**src/rtl/shift_arbiter.sv**
```systemverilog
// Two-port arbiter sharing one combinational 32-bit barrel shifter; each port
// has a one-entry registered response buffer, so accept-to-result is one cycle.
module shift_arbiter #(
  parameter bit FAIR      = 1'b1,
  parameter bit INIT_PRIO = 1'b0
) (
  input  logic        clk,
  input  logic        reset,
  input  logic        req0_valid,
  output logic        req0_ready,
  input  logic [31:0] req0_a,
  input  logic [4:0]  req0_shamt,
  input  logic        req0_dir,
  input  logic        req0_type,
  output logic        resp0_valid,
  input  logic        resp0_ready,
  output logic [31:0] resp0_data,
  input  logic        req1_valid,
  output logic        req1_ready,
  input  logic [31:0] req1_a,
  input  logic [4:0]  req1_shamt,
  input  logic        req1_dir,
  input  logic        req1_type,
  output logic        resp1_valid,
  input  logic        resp1_ready,
  output logic [31:0] resp1_data,
  output logic        busy
);

  function automatic logic [31:0] barrel_shift(input logic [31:0] a, input logic [4:0] shamt,
                                               input logic dir, input logic arith);
    logic [31:0] r;
    if (dir == 1'b0) begin
      r = a << shamt;
    end else if (arith == 1'b1) begin
      r = $unsigned($signed(a) >>> shamt);
    end else begin
      r = a >> shamt;
    end
    return r;
  endfunction

  logic        resp0_valid_q, resp0_valid_d, resp1_valid_q, resp1_valid_d;
  logic [31:0] resp0_data_q, resp0_data_d, resp1_data_q, resp1_data_d;
  logic        prio_q, prio_d, busy_q, busy_d;
  logic        cand0, cand1, grant0, grant1;
  logic [31:0] op_a, shift_res;
  logic [4:0]  op_shamt;
  logic        op_dir, op_type;

  // Arbitration: a draining buffer counts as free, so a port can refill it on the same edge
  always_comb begin
    cand0  = req0_valid & (~resp0_valid_q | resp0_ready);
    cand1  = req1_valid & (~resp1_valid_q | resp1_ready);
    grant0 = 1'b0;
    grant1 = 1'b0;
    if (cand0 && cand1) begin
      if (FAIR && prio_q) begin
        grant1 = 1'b1;
      end else begin
        grant0 = 1'b1;
      end
    end else begin
      grant0 = cand0;
      grant1 = cand1;
    end
    if (grant1) begin
      op_a     = req1_a;
      op_shamt = req1_shamt;
      op_dir   = req1_dir;
      op_type  = req1_type;
    end else begin
      op_a     = req0_a;
      op_shamt = req0_shamt;
      op_dir   = req0_dir;
      op_type  = req0_type;
    end
    shift_res = barrel_shift(op_a, op_shamt, op_dir, op_type);
  end

  assign req0_ready = grant0 & ~reset;
  assign req1_ready = grant1 & ~reset;

  // Next state of response buffers, priority pointer and busy flag
  always_comb begin
    resp0_valid_d = resp0_valid_q;
    resp0_data_d  = resp0_data_q;
    resp1_valid_d = resp1_valid_q;
    resp1_data_d  = resp1_data_q;
    prio_d        = prio_q;
    if (req0_valid && req0_ready) begin
      resp0_valid_d = 1'b1;
      resp0_data_d  = shift_res;
    end else if (resp0_valid_q && resp0_ready) begin
      resp0_valid_d = 1'b0;
    end else begin
      resp0_valid_d = resp0_valid_q;
    end
    if (req1_valid && req1_ready) begin
      resp1_valid_d = 1'b1;
      resp1_data_d  = shift_res;
    end else if (resp1_valid_q && resp1_ready) begin
      resp1_valid_d = 1'b0;
    end else begin
      resp1_valid_d = resp1_valid_q;
    end
    if (FAIR && grant0) begin
      prio_d = 1'b1;
    end else if (FAIR && grant1) begin
      prio_d = 1'b0;
    end else begin
      prio_d = prio_q;
    end
    busy_d = resp0_valid_d | resp1_valid_d;
  end

  // State registers
  always_ff @(posedge clk) begin
    if (reset) begin
      resp0_valid_q <= 1'b0;
      resp0_data_q  <= 32'd0;
      resp1_valid_q <= 1'b0;
      resp1_data_q  <= 32'd0;
      prio_q        <= INIT_PRIO;
      busy_q        <= 1'b0;
    end else begin
      resp0_valid_q <= resp0_valid_d;
      resp0_data_q  <= resp0_data_d;
      resp1_valid_q <= resp1_valid_d;
      resp1_data_q  <= resp1_data_d;
      prio_q        <= prio_d;
      busy_q        <= busy_d;
    end
  end

  assign resp0_valid = resp0_valid_q;
  assign resp0_data  = resp0_data_q;
  assign resp1_valid = resp1_valid_q;
  assign resp1_data  = resp1_data_q;
  assign busy        = busy_q;

endmodule

```
**config.mk**
```make
export PLATFORM = sky130hd
export DESIGN_NAME = shift_arbiter
export DESIGN_NICKNAME = d
export VERILOG_FILES = /design/src/rtl/shift_arbiter.sv
export SDC_FILE = /design/constraint.sdc
export NUM_CORES = 1
export LEC_CHECK = 0
export BUFFER_PORTS_ARGS = -buffer_cell sky130_fd_sc_hd__clkbuf_2
export CORE_MARGIN = 5
export CORE_UTILIZATION = 27
export DETAILED_ROUTE_END_ITERATION = 7
export GPL_ROUTABILITY_DRIVEN = 0
export GPL_TIMING_DRIVEN = 0
export PLACE_DENSITY = 0.43
export SLEW_MARGIN = 20
export SYNTH_ARGS = -nofsm -noshare
export SYNTH_HDL_FRONTEND = slang
export SYNTH_SLANG_ARGS = --single-unit
```
**constraint.sdc**
```tcl
create_clock -name clk -period 3.2 [get_ports clk]
set_input_delay 0.16 -clock clk [delete_from_list [all_inputs] [get_ports clk]]
set_output_delay 0.16 -clock clk [all_outputs]
set_load 0.02 [all_outputs]
```
Word-level counts from Yosys, hierarchy flattened
Index checks and enable logic that the tools add are counted.

word-level totals
  register bits = 68
  output and inout bits = 69
  word-level logic and storage cells = 41
  input port bits = 84

cells by class
  shift-type cells = 3
  bitwise gates (word level) = 10
  multiplexer cells = 16
  reduce and logical (&&, ||, !) cells = 6

operator list
  operator           number
  $mux 32            3
  $shl 32x5->32      1
  $shr 32x5->32      1
  $sshr 32x5->32     1
  $mux 1             12
  $logic_and 1x1->1  5
  $mux 5             1
  $and 1x1->1        4
  $not 1->1          3
  $or 1x1->1         3
  $reduce_bool 2->1  1

Depth between registers and ports, before layout
  depth after elaboration = 9
  mapped depth = 12
  depth with buffers taken out = 7

Least setup slack after synthesis
OpenSTA, ideal clock, no wires.

  path kind = reg-to-reg
  start = reg resp0_valid_q (netlist: resp0_valid)
  end = reg resp1_data_q[7] (netlist: resp1_data[7])
  path buffers = 1
  period minus slack after synthesis = 2.264 ns
  setup slack = 0.936 ns
  cell stages (with the launch flop) = 9
  library setup time = 0.125 ns
  data required time = 3.075 ns
  arrival = 2.139 ns
  cells stage by stage = dfxtp_1 nand2b_1 a211oi_2 buf_4 mux2_2 o311ai_1 o22ai_1 nor3_1 o21ai_0

between the ends
  cells in the longest elaborated chain, start to end = 9
  elaborated cells between the ends (all ways) = 16
  those cells by class = 3 x shift; 7 x mux; 4 x bitwise; 2 x reduce/logical

ends and longest elaborated chain
  item                                             RTL line  text
  start, declared                                  43        logic resp0_valid_q, resp0_valid_d, resp1_valid_q, resp1_valid_d;
  start signal, assigned                           127       resp0_valid_q <= resp0_valid_d;
  $not 1->1 *                                      53        cand0 = req0_valid & (~resp0_valid_q | resp0_ready);
  $or 1x1->1 *                                     53
  $and 1x1->1 *                                    53
  $logic_and 1x1->1 *                              57        if (cand0 && cand1) begin
  $mux 1 *                                         57
  $mux 32 or $mux 5 (tied branches)                67        if (grant1) begin
  $shr 32x5->32 or $sshr 32x5->32 (tied branches)  38, 36
  $mux 32                                          35        end else if (arith == 1'b1) begin
  $mux 32                                          33        if (dir == 1'b0) begin
  end signal, assigned                             130       resp1_data_q <= resp1_data_d;
  end, declared                                    44        logic [31:0] resp0_data_q, resp0_data_d, resp1_data_q, resp1_data_d;

Every way passes the cells marked *; elsewhere a longest branch is shown, timed or not.
A chain may end at the register's enable or synchronous reset.

Worst setup path in the final report
  start = reg prio_q
  end = reg resp1_data_q[25] (netlist: resp1_data[25])

between the ends
  cells in the longest elaborated chain, start to end = 6
  elaborated cells between the ends (all ways) = 13
  those cells by class = 3 x shift; 8 x mux; 1 x bitwise; 1 x reduce/logical

ends and longest elaborated chain
  item                                             RTL line  text
  start, declared                                  45        logic prio_q, prio_d, busy_q, busy_d;
  start signal, assigned                           131       prio_q <= prio_d;
  $mux 1 *                                         58        if (FAIR && prio_q) begin
  $mux 1 *                                         57
  $mux 32 or $mux 5 (tied branches)                67
  $shr 32x5->32 or $sshr 32x5->32 (tied branches)  38, 36
  $mux 32                                          35
  $mux 32                                          33

Marks and branches as above.

==> results.py <==
metrics = {
    "yosys": {
        "synthMuxAreaShare_pct": 45.2,
        "ys_seq_elements": 68,
        "synth_compound_area_share_pct": 19.8,
        "yosysWarningCount": 0,
        "ys.flop_type": "dfxtp_1",
        "syn_area_um2": 10600,
        "synth_enable_flop_cells": 0,
        "synthAdderAreaFrac_pct": 0,
        "synth_nets": 1251,
        "synth_top_family_by_area": "multiplexers",
        "synth_xor_area_share_pct": 0,
        "synth_seq_area_share_pct": 12.9,
        "synth_simple_gate_area_share_pct": 14.4,
        "synthArstFlopShare_pct": 0,
        "netlist_instances": 1167,
        "syn_avg_cell_area_um2": 9.05,
        "synthDistinctLibCells": 78,
    },
    "power": {
        "combPwrFrac_pct": 56.5,
        "clkPwrFrac_pct": 21.6,
        "p_total_w": 0.00448,
        "pwr-share-seq_pct": 21.9,
        "power_switching_w": 0.00207,
        "max-vdd-ir-drop_uv": 249,
        "p_per_area_nw_per_um2": 365,
        "cellLeakagePower_nw": 4.82,
        "netSwitchingFraction_pct": 46.3,
        "internal_power_w": 0.00241,
    },
    "critical_path": {
        "cp.arrival_ns": 3.35,
        "crit_type": "reg2reg",
        "crit_fanout": 10,
        "endpoint_kind": "flip-flop",
        "cp-start-kind": "flip-flop",
        "required_ns": 3.39,
    },
    "place": {
        "place_area_um2": 11900,
        "port_buffers": 146,
        "dp_hpwl_mm": 46.1,
    },
    "cts": {
        "cts-hold-fix-buffers": 0,
        "root_buffer": "clkbuf_16",
        "cts_tree": "built",
        "clk_pin_slew_ns": 0.06,
        "cts_buffer_depth": 2,
        "cts_inserted_buffers": 9,
        "htreeDepth": 3,
        "cts.sinks": 68,
        "insertion_delay_ns": 0.32,
    },
    "finish": {
        "synthToLayoutAreaGrowth_pct": 16.4,
        "final_area_um2": 12300,
        "nFillCells": 4205,
        "antennaDiodeCount": 0,
        "num-nets-final": 1409,
        "drive_gt1_share_pct": 33.2,
    },
    "die": {
        "die_y_um": 208,
        "row_count": 72,
        "start_util_pct": 27.3,
        "dieArea_um2": 43200,
        "io_pins": 153,
        "coreArea_um2": 38600,
        "chipWidth_um": 208,
    },
    "detailed_routing": {
        "drc": 0,
        "post_drt_wl_per_cell_um": 31.4,
        "vias": 11800,
        "drt_iter0_drc": 1474,
        "viasPerCell": 6.40,
        "drt-pass1-iter-count": 6,
        "drt_wl_total_mm": 58.1,
        "postRouteAntennaNets": 0,
    },
    "global_route": {
        "grt_overflow": 0,
        "antenna_found_initial": 1,
        "grt_pass1_vias": 11500,
        "grt.total_usage_pct": 25.6,
        "grt_max_degree": 13,
        "grt_pass1_wl_mm": 83.4,
    },
    "outcome": {
        "outcome": "completed",
    },
    "sta": {
        "period_share_pct": 98.8,
        "rsz0062_at_grt": "no",
        "final.setup_skew_ns": 0.00934,
        "slew_headroom_pct": 22.9,
        "worst_pin_slew_ns": 1.14,
        "finalCriticalPeriod_ns": 3.16,
        "setup_violations": 0,
        "fmax_mhz": 316,
        "finalHoldViolCount": 0,
        "slew_viol_final": 0,
    },
    "min_path": {
        "worstHoldPathType": "in2reg",
    },
    "flow_run": {
        "maxCapViolations": 0,
    },
}
## layer usage
metal  vias up  global-route usage (%)  part of all wire, %
met4         2                    10.8                  5.9
met3       191                    7.03                   11
met2       867                    39.1                   43
met1      5840                    34.2                   40
met5         -                       0                0.012
li1       4919                       -                    -
## cells in the final DEF, fill, tap and decap left out, types with 22 or more instances in the layout
master    Yosys  layout
mux2i_1     149     147
clkbuf_2      0     146
mux4_2      113     113
nor2_1      100     100
o21ai_0      79      79
nand2_1      69      69
dfxtp_1      68      68
a21oi_1      67      67
mux2_2       53      53
nand3_1      48      48
clkbuf_1     44      45
buf_2        35      35
nor3_1       34      33
o211ai_1     27      27
buf_4        21      22
buf_6        22      22
## repair_timing
action	4_1_cts	5_1_grt
buffers inserted	0	1
resized for setup	2	6
pin swaps	0	1
endpoints found under the setup margin	4	19
## power by group through the flow
stage | Clock, W | Sequential [W] | Combinational, W
floorplan | 0 | 0.00109 | 0.00136
global placement | 0 | 0.00100 | 0.00241
detailed placement | 0 | 0.00100 | 0.00241
CTS | 0.000990 | 0.000984 | 0.00242
global route | 0.00103 | 0.000992 | 0.00261
finish | 0.000969 | 0.000983 | 0.00253
## final timing paths
check                             startpoint                           to  slack (ns)  cells past startpoint
setup / recovery         prio_q$_SDFFE_PP0P_  resp1_data[25]$_SDFFE_PP0P_        0.04                      9
hold / removal                         reset       resp0_valid$_SDFF_PP0_        0.19                      2
setup reg to reg         prio_q$_SDFFE_PP0P_  resp1_data[25]$_SDFFE_PP0P_        0.04                      9
hold reg to reg   resp0_data[8]$_SDFFE_PP0P_   resp0_data[8]$_SDFFE_PP0P_        0.45                      2
## registers in the layout, indices dropped and copies added, names as in the netlist
register,flops
resp0_data,32
busy,1
resp0_valid,1
resp1_valid,1
resp1_data,32
prio_q,1
## logic make-up after synthesis
group,Yosys count
buffers and inverters,142
DFF,68
and+or+nand+nor,319
AOI/OAI and AO/OA,316
muxes,322
## through the flow
stage	util [%]	setup slack, ns	instances	TNS (ns)	hold slack, ns
4_1_cts	31.7	0.0229	1847	0	0.182
6_report	31.8	0.0369	1848	0	0.191
5_1_grt	31.8	0.00316	1848	0	0.231
2_1_floorplan	-	0.936	1167	0	0.398
3_3_place_gp	30.9	-0.145	1831	-0.407	0.448
3_5_place_dp	30.9	-0.122	1831	-0.277	0.447
## cell usage after synthesis, types with 5 or more instances
master       n  area (µm²)
a211o_1      8        70.1
a211oi_1    12        90.1
a21oi_1     67         335
a31oi_1     21         131
and2_1       5        31.3
and3_1      11        68.8
buf_2       35         175
buf_4       21         158
buf_6       22         248
clkbuf_1    44         165
dfxtp_1     68        1360
inv_1       11        41.3
inv_2        5        18.8
mux2_2      53         597
mux2i_1    149        1490
mux4_2     113        2540
nand2_1     69         259
nand2b_1    13        81.3
nand3_1     48         240
nand3b_1     5        37.5
nor2_1     100         375
nor2b_1      8        50.1
nor3_1      34         170
o2111ai_1    5        43.8
o211ai_1    27         203
o21a_1       5        37.5
o21ai_0     79         395
o21ai_1     14        70.1
o221ai_1     7        61.3
o22ai_1      9        56.3
o31ai_1      6        45.0
o32ai_1      6        52.6
or3_1        5        31.3
## area by class of cell
| cell class | instances | area [µm²] | area share (%) |
|---|---|---|---|
| Multi-Input combinational cell | 957 | 8420 | 68.6 |
| Sequential cell | 68 | 1360 | 11.1 |
| Buffer | 126 | 761 | 6.19 |
| Timing Repair Buffer | 147 | 738 | 6.01 |
| Tap cell | 518 | 648 | 5.27 |
| Clock buffer | 10 | 229 | 1.86 |
| Clock inverter | 6 | 65.1 | 0.530 |
| Inverter | 16 | 60.1 | 0.489 |
## worst max-delay path, stage by stage (launching register included)
cell	delay (ns)
dfxtp_1	0.33
nand2b_4	0.17
o211ai_4	0.29
buf_6	0.23
buf_2	0.39
nand3_1	0.26
a21oi_1	0.35
nor3_1	0.12
a2111oi_2	0.73
a21oi_1	0.14
Power figures use the tool's default switching activity.
